<file path="src/rtl/branch_predict_unit.sv">
// rtl/branch_predict_unit.sv - direct-mapped branch history/target table with EX-stage resolve and halt FSM
// Optional br_count/mp_count statistics outputs are enabled by defining BRANCH_STATS_EN.
module branch_predict_unit #(
    parameter int PC_W      = 9,
    parameter int BHT_DEPTH = 16,
    parameter int CTR_W     = 2
) (
    input  logic             clk,
    input  logic             reset,
    input  logic [PC_W-1:0]  if_pc,
    output logic             pred_taken,
    output logic [PC_W-1:0]  pred_target,
    input  logic             ex_valid,
    input  logic [PC_W-1:0]  ex_pc,
    input  logic [31:0]      ex_imm,
    input  logic             ex_branch,
    input  logic             ex_halt,
    input  logic [31:0]      ex_alu_result,
    input  logic             ex_pred_taken,
    input  logic [PC_W-1:0]  ex_pred_target,
    output logic [31:0]      PC_Imm,
    output logic [31:0]      PC_Four,
    output logic [31:0]      BrPC,
    output logic             PcSel,
    output logic             flush,
    output logic             halted
`ifdef BRANCH_STATS_EN
    ,
    output logic [31:0]      br_count,
    output logic [31:0]      mp_count
`endif
);

    localparam int IW    = $clog2(BHT_DEPTH);
    localparam int TAG_W = PC_W - IW - 2;
    localparam logic [CTR_W-1:0] CTR_MAX = '1;
    localparam logic [CTR_W-1:0] CTR_ONE = {{(CTR_W-1){1'b0}}, 1'b1};
    localparam logic [CTR_W-1:0] CTR_WT  = {1'b1, {(CTR_W-1){1'b0}}};
    localparam logic [CTR_W-1:0] CTR_WNT = {1'b0, {(CTR_W-1){1'b1}}};

    typedef enum logic {RUN, HALTED} state_t;

    state_t           state_q;
    logic [PC_W-1:0]  halt_pc_q;
    logic             valid_q  [BHT_DEPTH];
    logic [TAG_W-1:0] tag_q    [BHT_DEPTH];
    logic [PC_W-1:0]  target_q [BHT_DEPTH];
    logic [CTR_W-1:0] ctr_q    [BHT_DEPTH];
    logic [CTR_W-1:0] ctr_d;

    logic [IW-1:0]    if_idx, ex_idx;
    logic [TAG_W-1:0] if_tag, ex_tag;
    logic             if_hit, ex_hit;
    logic             run, act_taken, halt_now, mispredict, br_upd, inval;
    logic             unused_bits;

    assign if_idx = if_pc[IW+1:2];
    assign if_tag = if_pc[PC_W-1:IW+2];
    assign ex_idx = ex_pc[IW+1:2];
    assign ex_tag = ex_pc[PC_W-1:IW+2];
    assign if_hit = valid_q[if_idx] && (tag_q[if_idx] == if_tag);
    assign ex_hit = valid_q[ex_idx] && (tag_q[ex_idx] == ex_tag);

    // Lookup reads the registered table, so a same-cycle update is not bypassed.
    assign pred_taken  = if_hit & ctr_q[if_idx][CTR_W-1];
    assign pred_target = if_hit ? target_q[if_idx] : '0;

    assign PC_Imm  = 32'(ex_pc) + ex_imm;
    assign PC_Four = 32'(ex_pc) + 32'd4;

    assign run        = (state_q == RUN);
    assign act_taken  = ex_valid & ex_branch & ex_alu_result[0];
    assign halt_now   = ex_valid & ex_halt;
    assign mispredict = ex_valid & run & ~ex_halt &
                        ((ex_branch & (act_taken != ex_pred_taken)) |
                         (act_taken & ex_pred_taken & (ex_pred_target != PC_Imm[PC_W-1:0])) |
                         (~ex_branch & ex_pred_taken));
    assign br_upd     = ex_valid & ex_branch & ~ex_halt & run;
    assign inval      = ex_valid & ~ex_branch & ex_pred_taken & ~ex_halt & run & ex_hit;

    assign flush  = mispredict;
    assign halted = ~run;
    assign PcSel  = mispredict | halt_now | halted;

    always_comb begin
        BrPC = '0;
        if (halted)          BrPC = 32'(halt_pc_q);
        else if (halt_now)   BrPC = 32'(ex_pc);
        else if (act_taken)  BrPC = PC_Imm;
        else if (mispredict) BrPC = PC_Four;
    end

    always_comb begin
        ctr_d = ctr_q[ex_idx];
        if (act_taken) begin
            if (ctr_d != CTR_MAX) ctr_d = ctr_d + CTR_ONE;
        end else if (ctr_d != '0) begin
            ctr_d = ctr_d - CTR_ONE;
        end
    end

    always_ff @(posedge clk or negedge reset) begin
        if (!reset) begin
            state_q   <= RUN;
            halt_pc_q <= '0;
            for (int i = 0; i < BHT_DEPTH; i++) begin
                valid_q[i]  <= 1'b0;
                tag_q[i]    <= '0;
                target_q[i] <= '0;
                ctr_q[i]    <= CTR_WNT;
            end
        end else begin
            if (run && halt_now) begin
                state_q   <= HALTED;
                halt_pc_q <= ex_pc;
            end
            if (br_upd) begin
                if (ex_hit) begin
                    ctr_q[ex_idx] <= ctr_d;
                end else if (act_taken) begin
                    valid_q[ex_idx]  <= 1'b1;
                    tag_q[ex_idx]    <= ex_tag;
                    target_q[ex_idx] <= PC_Imm[PC_W-1:0];
                    ctr_q[ex_idx]    <= CTR_WT;
                end
            end else if (inval) begin
                valid_q[ex_idx] <= 1'b0;
            end
        end
    end

`ifdef BRANCH_STATS_EN
    logic [31:0] br_count_q, mp_count_q;

    always_ff @(posedge clk or negedge reset) begin
        if (!reset) begin
            br_count_q <= '0;
            mp_count_q <= '0;
        end else begin
            if (br_upd)     br_count_q <= br_count_q + 32'd1;
            if (mispredict) mp_count_q <= mp_count_q + 32'd1;
        end
    end

    assign br_count = br_count_q;
    assign mp_count = mp_count_q;
`endif

    assign unused_bits = ^{ex_alu_result[31:1], if_pc[1:0]};

endmodule

</file>
<file path="config.mk">
export PLATFORM = sky130hd
export DESIGN_NAME = branch_predict_unit
export DESIGN_NICKNAME = d
export VERILOG_FILES = /design/src/rtl/branch_predict_unit.sv
export SDC_FILE = /design/constraint.sdc
export NUM_CORES = 1
export LEC_CHECK = 0
export CORE_ASPECT_RATIO = 0.75
export CORE_MARGIN = 4
export CORE_UTILIZATION = 25
export CTS_BUF_LIST = sky130_fd_sc_hd__clkbuf_4
export CTS_CLUSTER_SIZE = 20
export DETAILED_ROUTE_END_ITERATION = 10
export PLACE_DENSITY = 0.47
export SETUP_SLACK_MARGIN = 0.3
export SYNTH_ARGS = -nofsm -noshare
export SYNTH_HDL_FRONTEND = slang
export SYNTH_SLANG_ARGS = --single-unit
</file>
<file path="constraint.sdc">
create_clock -name clk -period 7.57 [get_ports clk]
set_clock_uncertainty 0.2 [all_clocks]
set_input_delay 0.757 -clock clk [delete_from_list [all_inputs] [get_ports clk]]
set_output_delay 0.757 -clock clk [all_outputs]
set_load 0.02 [all_outputs]
</file>
==> metrics.txt, run 1 <==
min-delay src=target_q[16]$_DFFE_PN0P_; Mapped Area=13,600 sq um; CTS buffer count=68; WL final=around 42,000 um; Synth Instances=between 1,000 and 1,500; Post-synth ARST share=between 90% and 100%; Worst R2R End=target_q[18]$_DFFE_PN0P_; RR Startpoint=halted$_DFFE_PN0P_; HPWL Detailed=28,300 um; Final Util=31.0%; Yosys Warn Count=0; Core ar.=53,300 sq um; number of synthesized register bits=250; largest net degree at the start of global routing=135; Clock Sinks=250; drt first-iter violations=about 580; post-synth cell types=52; row count=73; initial antenna violation count=4; cells along the critical path=clkdlybuf4s50_1 -> ha_1 -> inv_1 -> fa_1 -> nand2b_1 -> a211oi_1 -> o211ai_1 -> nand2_1 -> inv_1 -> xnor2_1 -> a41oi_1 -> o21ai_1 -> o221ai_1 -> clkdlybuf4s50_1; clock power share=39.9%; Int Power=2.18 mW; Worst EP arrival=about 5.7 ns; # setup viols final=0; sequential share of the synthesized area=46.2%; Net Switching=about 860 uW; Setup WS post-layout=0.879 ns; All-Layer GR Usage=14.8%; Critical Path Sink Type=output port; Sw Ratio=28.4%; syn_area_per_cell=11.7 sq um; Final Cell Area=16,500 sq um; top_reg_cell synth=dfrtp_1; nets=1,436; DP Area=15,700 sq um; io pins=206; Final TNS setup=0 ns; Max Root-Sink Buffers=3; most common cell after layout, fill and taps aside=dfrtp_1; CTS Root Cell=clkbuf_4; Hold Fails Final Rpt=0; max incr delay on CP=0.72 ns; buffers added on ports=150; Remaining DRCs=0; VDD IR-drop max=~0.076 mV; htree depth=3; wire per inst=20.5 um; filler instances=5,510; minimum clock period=6.69 ns; Hold EP=target_q[16]$_DFFE_PN0P_; WP data required=6.61 ns; Vias=approximately 10,000; Routed Antenna Nets=0; Post-CTS Resized=0; Cells after DPL=roughly 2,000; worst-margin pin slew=between 1 and 1.5 ns; outcome=finished clean; Static Leak=7.11 nW; DIE AREA=58,200 sq um; clk_lat worst skew=0.75 ns; Hold WS=0.274 ns; HP Class=reg -> reg; type of origin of the critical path=input port; most frequent cells in the layout=dfrtp_1, nand2_1, clkdlybuf4s50_1, o21ai_0, mux4_2; EDFF count, synth=0; Reg power frac=between 40% and 50%; max-cap viol count=0; pre-CTS setup slack=0.860 ns; CTS tree=built; CP max stage cell=o21ai_1; r2r setup slk=3.22 ns; first-pass GRT wire length=65,600 um; CP Max Fanout=18; number of global-route vias before repair=roughly 10,000; Logic pwr share=15.0%; drt first pass iters=4; Max Slew Vio Count=0; vias per inst=about 4.7; RSZ-0062 raised after global routing=no; Pwr Total=roughly 3 mW; worst relative slew slack=19.4%; Worst-path clk slew=0.06 ns; Hold Crit Depth=2; area grow syn2layout=21.6%; Initial Utilization=25.5%; Crit Path Category=in -> out; pwr/cell area=184 nW/um^2; share of layout cells above drive strength 1=roughly 24%; gpl congestion=0.814; GRT Residual Overflow=0; chip width=277 um; fmax=roughly 150 MHz; die height=approximately 210 um; Finished Layout Cells=roughly 2,100; period utilisation layout=88.4%; R2R depth=5
logic make-up (layout without fill, tap and decap cells):
logic type      Yosys count  after routing  share of synthesized area, %
simple gates            301            301                          9.98
xor+xnor                 49             49                          3.16
mux                     203            203                          25.1
flops                   250            250                          46.2
buf+inv                 141            314                          5.31
fa+ha+maj                16             16                          1.51
other cells               1             23                        0.0276
compound gates          205            205                          8.70
state kept, by name, summed over array words and instances (netlist names), named ones only:
register,count
target_q,144
halted,1
halt_pc_q,9
ctr_q,32
tag_q,48
cells in the mapped netlist, types with 7 or more instances:
library cell | instances | area share (%)
mux2_2 | 62 | 5.1
inv_1 | 25 | 0.69
xor2_1 | 21 | 1.4
nor2b_1 | 15 | 0.69
buf_1 | 11 | 0.30
nor2_1 | 34 | 0.94
and2_1 | 26 | 1.2
and3_1 | 8 | 0.37
a22oi_1 | 7 | 0.39
nand3_1 | 25 | 0.92
a21oi_1 | 12 | 0.44
mux2_1 | 40 | 3.3
xnor2_1 | 28 | 1.8
buf_4 | 38 | 2.1
dfrtp_1 | 234 | 43
o31ai_1 | 8 | 0.44
o21ai_1 | 27 | 0.99
o221ai_1 | 7 | 0.45
clkbuf_1 | 43 | 1.2
ha_1 | 14 | 1.3
o21ai_0 | 121 | 4.5
nand2_1 | 176 | 4.9
dfstp_2 | 16 | 3.1
buf_2 | 21 | 0.77
mux4_2 | 100 | 17
how the worst max path moves through the flow:
stage	depth (start not counted)	end	slack, ns	startpoint
floorplan	12	BrPC[9]	2.90	ex_pc[0]
global placement	14	BrPC[8]	0.87	ex_pc[0]
detailed placement	14	BrPC[8]	0.86	ex_pc[0]
CTS	14	BrPC[8]	0.83	ex_pc[0]
global route	14	BrPC[7]	0.53	ex_pc[0]
finish	14	BrPC[7]	0.88	ex_pc[0]
repair_timing:
action,in CTS,in global routing
setup buffers,0,0
hold buffers,1,0
hold endpoints to repair,100,0
power by group through the flow:
| stage | logic [mW] | registers, mW | clock network [mW] |
|---|---|---|---|
| final | 0.456 | 1.37 | 1.21 |
| after detailed placement | 0.463 | 1.39 | 0 |
| after global placement | 0.464 | 1.39 | 0 |
| after global routing | 0.496 | 1.37 | 1.34 |
| after floorplan | 0.242 | 1.39 | 0 |
| after CTS | 0.466 | 1.37 | 1.27 |
worst max-delay path: cells and delay by family:
kind	cells	cell delay, ns
buf+inv	4	1.47
compound gates	5	1.98
xor+xnor	1	0.18
simple gates	2	0.71
fa+ha+maj	2	0.64
cell type report:
class | instances | area, sq um | area share, %
multi-input cells | 796 | 6700 | 40.5
flip-flops and latches | 250 | 6280 | 38.0
repair buffers | 183 | 1750 | 10.6
well taps | 712 | 891 | 5.39
clock buffers | 96 | 721 | 4.36
inverters | 25 | 93.8 | 0.568
clock inverters | 10 | 91.3 | 0.553
diodes | 1 | 2.50 | 0.0151
layer usage:
layer | track usage, % | vias up | wire (um)
li1 | - | 4488 | -
met1 | 20.2 | 4895 | 19600
met2 | 22.6 | 329 | 19000
met3 | 4.95 | 49 | 3210
met4 | 3.74 | 0 | 599
met5 | 0 | - | 0
Note: power is estimated with default switching activity, not from simulation.
==> run 2: changes to the inputs <==
- GPL_ROUTABILITY_DRIVEN: unset -> 0
==> results of run 2 <==
Same layout as run 1: the final DEF is identical, and so are final timing and power.
==> run 3: changes to the inputs <==
- clock period: 7.57 -> 7.4 ns (I/O delays scaled with it)
==> run 3 against run 2 <==
Against the previous run: design area increased by 0.73%; sequential power about the same; worst setup slack improved by 0.28 ns; first-iteration DRC count increased by 12%; largest power group unchanged; highest routed layer unchanged.
==> metrics.txt, run 3 (same netlist as run 1, synthesis figures left out) <==
outcome=finished clean; HPWL Detailed=28,500 um (+0.97%); DIE AREA=58,200 sq um (unchanged); period utilisation layout=84.3%; CP Max Fanout=18 (unchanged); nets=1,437 (+0.070%); Initial Utilization=25.5% (unchanged); Worst R2R End=tag_q[12]$_DFFE_PN0P_; wire per inst=20.2 um (-1.4%); clk_lat worst skew=0.75 ns (about the same); Core ar.=53,300 sq um (unchanged); vias per inst=4.75 (+0.78%); drt first-iter violations=646 (+12%); Hold WS=0.277 ns (+0.00246 ns); HP Class=reg -> reg; Finished Layout Cells=2,093 (+0.96%); Worst EP arrival=5.30 ns (-0.43 ns); max-cap viol count=0 (unchanged); r2r setup slk=3.00 ns (-0.22 ns); Max Root-Sink Buffers=3 (unchanged); htree depth=3 (unchanged); Hold Fails Final Rpt=0 (unchanged); Final TNS setup=0 ns (unchanged); worst relative slew slack=22.0% (+2.6 points); chip width=277 um (unchanged); pwr/cell area=193 nW/um^2 (+5.2%); Pwr Total=3.22 mW (+5.9%); cells along the critical path=clkdlybuf4s50_1 -> ha_1 -> inv_1 -> fa_1 -> nand2b_1 -> a211oi_1 -> o211ai_1 -> nand2_1 -> buf_4 -> inv_1 -> xnor2_1 -> a41oi_1 -> o21ai_1 -> o221ai_1 -> clkdlybuf4s50_1; Vias=9,932 (+1.8%); Largest delay share family, worst path=compound AO/OA/AOI/OAI gates; CP max stage cell=o21ai_1; filler instances=5,532 (+0.40%); RR Startpoint=halted$_DFFE_PN0P_; min-delay src=target_q[21]$_DFFE_PN0P_; CTS buffer count=69 (+1.5%); Worst-path clk slew=0.06 ns (about the same); pre-CTS setup slack=1.05 ns (+0.187 ns); share of layout cells above drive strength 1=24.1% (+0.031 points); CTS Root Cell=clkbuf_4; largest net degree at the start of global routing=131 (-3.0%); worst-margin pin slew=1.16 ns (-0.0389 ns); Critical Path Sink Type=output port; area grow syn2layout=22.5%; RSZ-0062 raised after global routing=no; Max Slew Vio Count=0 (unchanged); io pins=206 (unchanged); GRT Residual Overflow=0 (unchanged); CP bufs+invs=5 (+1); Routed Antenna Nets=0 (unchanged); WL final=42,300 um (-0.44%); row count=73 (unchanged); most frequent cells in the layout=dfrtp_1, nand2_1, clkdlybuf4s50_1, o21ai_0; fmax=around 160 MHz; R2R depth=5 (unchanged); WP data required=6.46 ns (-0.15 ns); drt first pass iters=4 (unchanged); Static Leak=7.16 nW (+0.67%); Hold EP=target_q[21]$_DFFE_PN0P_; Hold Crit Depth=2 (unchanged); biggest regs=target_q (144), tag_q (48), ctr_q (32); first-pass GRT wire length=65,600 um (about the same); number of global-route vias before repair=10,500 (+0.49%); CTS tree=built; Post CTS Setup Buffer Count=0 (unchanged); minimum clock period=6.24 ns; buffers added on ports=150 (unchanged); Crit Path Category=in -> out; max reg flops=144 (unchanged); Remaining DRCs=0 (unchanged); Cells after DPL=1,965 (unchanged); most common cell after layout, fill and taps aside=dfrtp_1; initial antenna violation count=4 (unchanged); Biggest register=target_q; Setup WS post-layout=1.16 ns (+0.282 ns); Clock Sinks=250 (unchanged); max incr delay on CP=0.70 ns (-0.02 ns); die height=210 um (unchanged); type of origin of the critical path=input port; # setup viols final=0 (unchanged); VDD IR-drop max=0.0917 mV (+20%); All-Layer GR Usage=14.7% (-0.058 points)
[run 3: cell count changes in the layout (fill, tap and decap cells not counted), sizes merged]
cell,change
clkinvlp,+2
clkbuf,+4
bufinv,+1
inv,-1
diode,+1
clkinv,+13
[run 3: per-layer routing]
metal | global-route usage, % | vias up | wire length (um)
li1 | - | 4502 | -
met1 | 20.3 | 5011 | 19600
met2 | 22.0 | 362 | 18600
met3 | 5.02 | 57 | 3320
met4 | 4.13 | 0 | 753
met5 | 0 | - | 0
[run 3: per-stage QoR]
step	util, %	instance area, sq um
after CTS	31.2	16600
after global placement	29.4	15700
after floorplan	-	13700
after detailed placement	29.4	15700
final	31.2	16600
after global routing	31.2	16600
[run 3: final cells by class]
type                            count  area, sq um  area share, %
Clock buffer                      100          751           4.51
Tap cell                          712          891           5.35
Inverter                           25         93.8          0.564
Multi-Input combinational cell    796         6700           40.2
Antenna cell                        2         5.00         0.0301
Timing Repair Buffer              183         1750           10.5
Sequential cell                   250         6280           37.7
Clock inverter                     25          180           1.08
[run 3: how the worst max path moves through the flow]
stage | endpoint | cells past startpoint | slack [ns] | startpoint
after floorplan | BrPC[9] | 12 | 2.77 | ex_pc[0]
after global placement | BrPC[8] | 15 | 1.06 | ex_pc[0]
after detailed placement | BrPC[8] | 15 | 1.05 | ex_pc[0]
after CTS | BrPC[7] | 15 | 1.02 | ex_pc[0]
after global routing | BrPC[7] | 15 | 0.72 | ex_pc[0]
final | BrPC[7] | 15 | 1.16 | ex_pc[0]
[run 3: where the power goes]
part	internal, mW	switching [mW]	total, mW
clock	0.728	0.622	1.35
sequential	1.39	0.0122	1.40
combinational	0.182	0.288	0.470
total	2.30	0.922	3.22
[run 3: repair_timing]
| action | in CTS | in global routing |
|---|---|---|
| gates resized for setup | 0 | 0 |
| hold buffers | 1 | 0 |
| endpoints found under the hold margin | 104 | 0 |
[run 3: worst register-to-register path, delay by kind of cell (launching register included)]
kind	cells	cell delay (ns)
AND/OR/NAND/NOR	4	2.85
multiplexers	1	0.65
flip-flops	1	0.59
==> RTL edit: new RTL, flow settings as in run 1 <==
Add a define of `BRANCH_STATS_EN`.
--- a/src/rtl/branch_predict_unit.sv
+++ b/src/rtl/branch_predict_unit.sv
@@ -1,5 +1,7 @@
 // rtl/branch_predict_unit.sv - direct-mapped branch history/target table with EX-stage resolve and halt FSM
 // Optional br_count/mp_count statistics outputs are enabled by defining BRANCH_STATS_EN.
+`define BRANCH_STATS_EN
+
 module branch_predict_unit #(
     parameter int PC_W      = 9,
     parameter int BHT_DEPTH = 16,
New outputs: br_count and mp_count. Function: not settled (the Yosys comparison gave no result); the edit may change what the design does.
==> RTL edit against run 1 <==
Sequential share of layout area grew 0.17 points. Synthesized area grew 22%. Total power grew 29%. Sequential cell count grew 64. Count of clock-buffer cells in the layout grew 29. Sequential power grew 27%. Wire length grew 23%. Setup slack gained 0.69 ns. Cell area grew 25%. Largest cell class unchanged. Largest power group unchanged. Highest routed layer unchanged.
==> RTL edit: results (changes against run 1) <==
<table>
<tr><th>Metric</th><th>Value</th></tr>
<tr><th colspan="2">Power and ir drop</th></tr>
<tr><td>Total combinational power</td><td>531 uW (+16%)</td></tr>
<tr><td>Final Total Pwr</td><td>3.92 mW (+29%)</td></tr>
<tr><th colspan="2">Finish</th></tr>
<tr><td>Clock buffer instance count of the final layout</td><td>125 (+30%)</td></tr>
<tr><td>Count of plain and timing-repair buffers</td><td>239 (+31%)</td></tr>
<tr><td>Biggest registers after layout</td><td>target_q x144, tag_q x48</td></tr>
<tr><td>Proportion of cell area spent on the clock network</td><td>5.73% (+0.81 points)</td></tr>
<tr><td>Number of combinational gates with multiple inputs</td><td>991 (+24%)</td></tr>
<tr><td>Multi-input combinational area share</td><td>39.0% (-1.5 points)</td></tr>
<tr><th colspan="2">Setup path</th></tr>
<tr><td>Setup crit end</td><td>BrPC[1]</td></tr>
<tr><td>Slowest cell on the critical path</td><td>sky130_fd_sc_hd__fa_1</td></tr>
<tr><td>Critical path peak fanout</td><td>19 (+1)</td></tr>
<tr><th colspan="2">Worst hold path</th></tr>
<tr><td>Worst Min Path Start</td><td>br_count[31]$_DFFE_PN0P_</td></tr>
<tr><td>Worst hold path depth</td><td>1 (-1)</td></tr>
<tr><th colspan="2">Route</th></tr>
<tr><td>Metal3 WL</td><td>3.74 mm (+16%)</td></tr>
<tr><td>Total via count in the routed design</td><td>12100 (+24%)</td></tr>
<tr><td>Total iterations of the first detailed-routing run</td><td>7 (+3)</td></tr>
<tr><th colspan="2">Global routing</th></tr>
<tr><td>Largest net degree at the start of global routing</td><td>206 (+53%)</td></tr>
<tr><td>Fraction of met1 tracks used by global routing</td><td>20.6% (+0.42 points)</td></tr>
<tr><td>Total routing usage reported by global routing</td><td>14.9% (+0.12 points)</td></tr>
<tr><th colspan="2">Placement</th></tr>
<tr><td>Count of buffers inserted at the top-level ports</td><td>214 (+43%)</td></tr>
<tr><td>Number of placed cells counting well taps</td><td>2441 (+24%)</td></tr>
<tr><th colspan="2">Status</th></tr>
<tr><td>Run status</td><td>finished, final reports clean</td></tr>
<tr><th colspan="2">Clock tree</th></tr>
<tr><td>Worst skew pair latency</td><td>0.83 ns (+0.08 ns)</td></tr>
<tr><th colspan="2">Timing</th></tr>
<tr><td>Final critical delay including setup and external delays</td><td>6.00 ns (-0.694 ns)</td></tr>
<tr><td>Slew margin rel.</td><td>17.6% (-1.8 points)</td></tr>
<tr><th colspan="2">Floorplan</th></tr>
<tr><td>Area enclosed by the die boundary</td><td>0.0705 sq mm (+21%)</td></tr>
</table>
==> RTL edit: changes by cell type in the layout (fill, tap and decap cells not counted), moves of 10 or more <==
cell / run 1 / this run
sky130_fd_sc_hd__dfrtp_1: 234 / 298
sky130_fd_sc_hd__clkbuf_4: 96 / 125
sky130_fd_sc_hd__mux2_1: 40 / 50
sky130_fd_sc_hd__nand3_2: 2 / 13
sky130_fd_sc_hd__clkinv_1: 5 / 28
sky130_fd_sc_hd__xnor2_1: 26 / 68
sky130_fd_sc_hd__nand3_1: 25 / 52
sky130_fd_sc_hd__nor3_1: 0 / 18
sky130_fd_sc_hd__xor2_1: 19 / 41
sky130_fd_sc_hd__o21ai_1: 27 / 0
sky130_fd_sc_hd__nor2_1: 34 / 58
sky130_fd_sc_hd__nand2_1: 176 / 200
sky130_fd_sc_hd__clkdlybuf4s50_1: 145 / 210
sky130_fd_sc_hd__nand4_1: 5 / 15
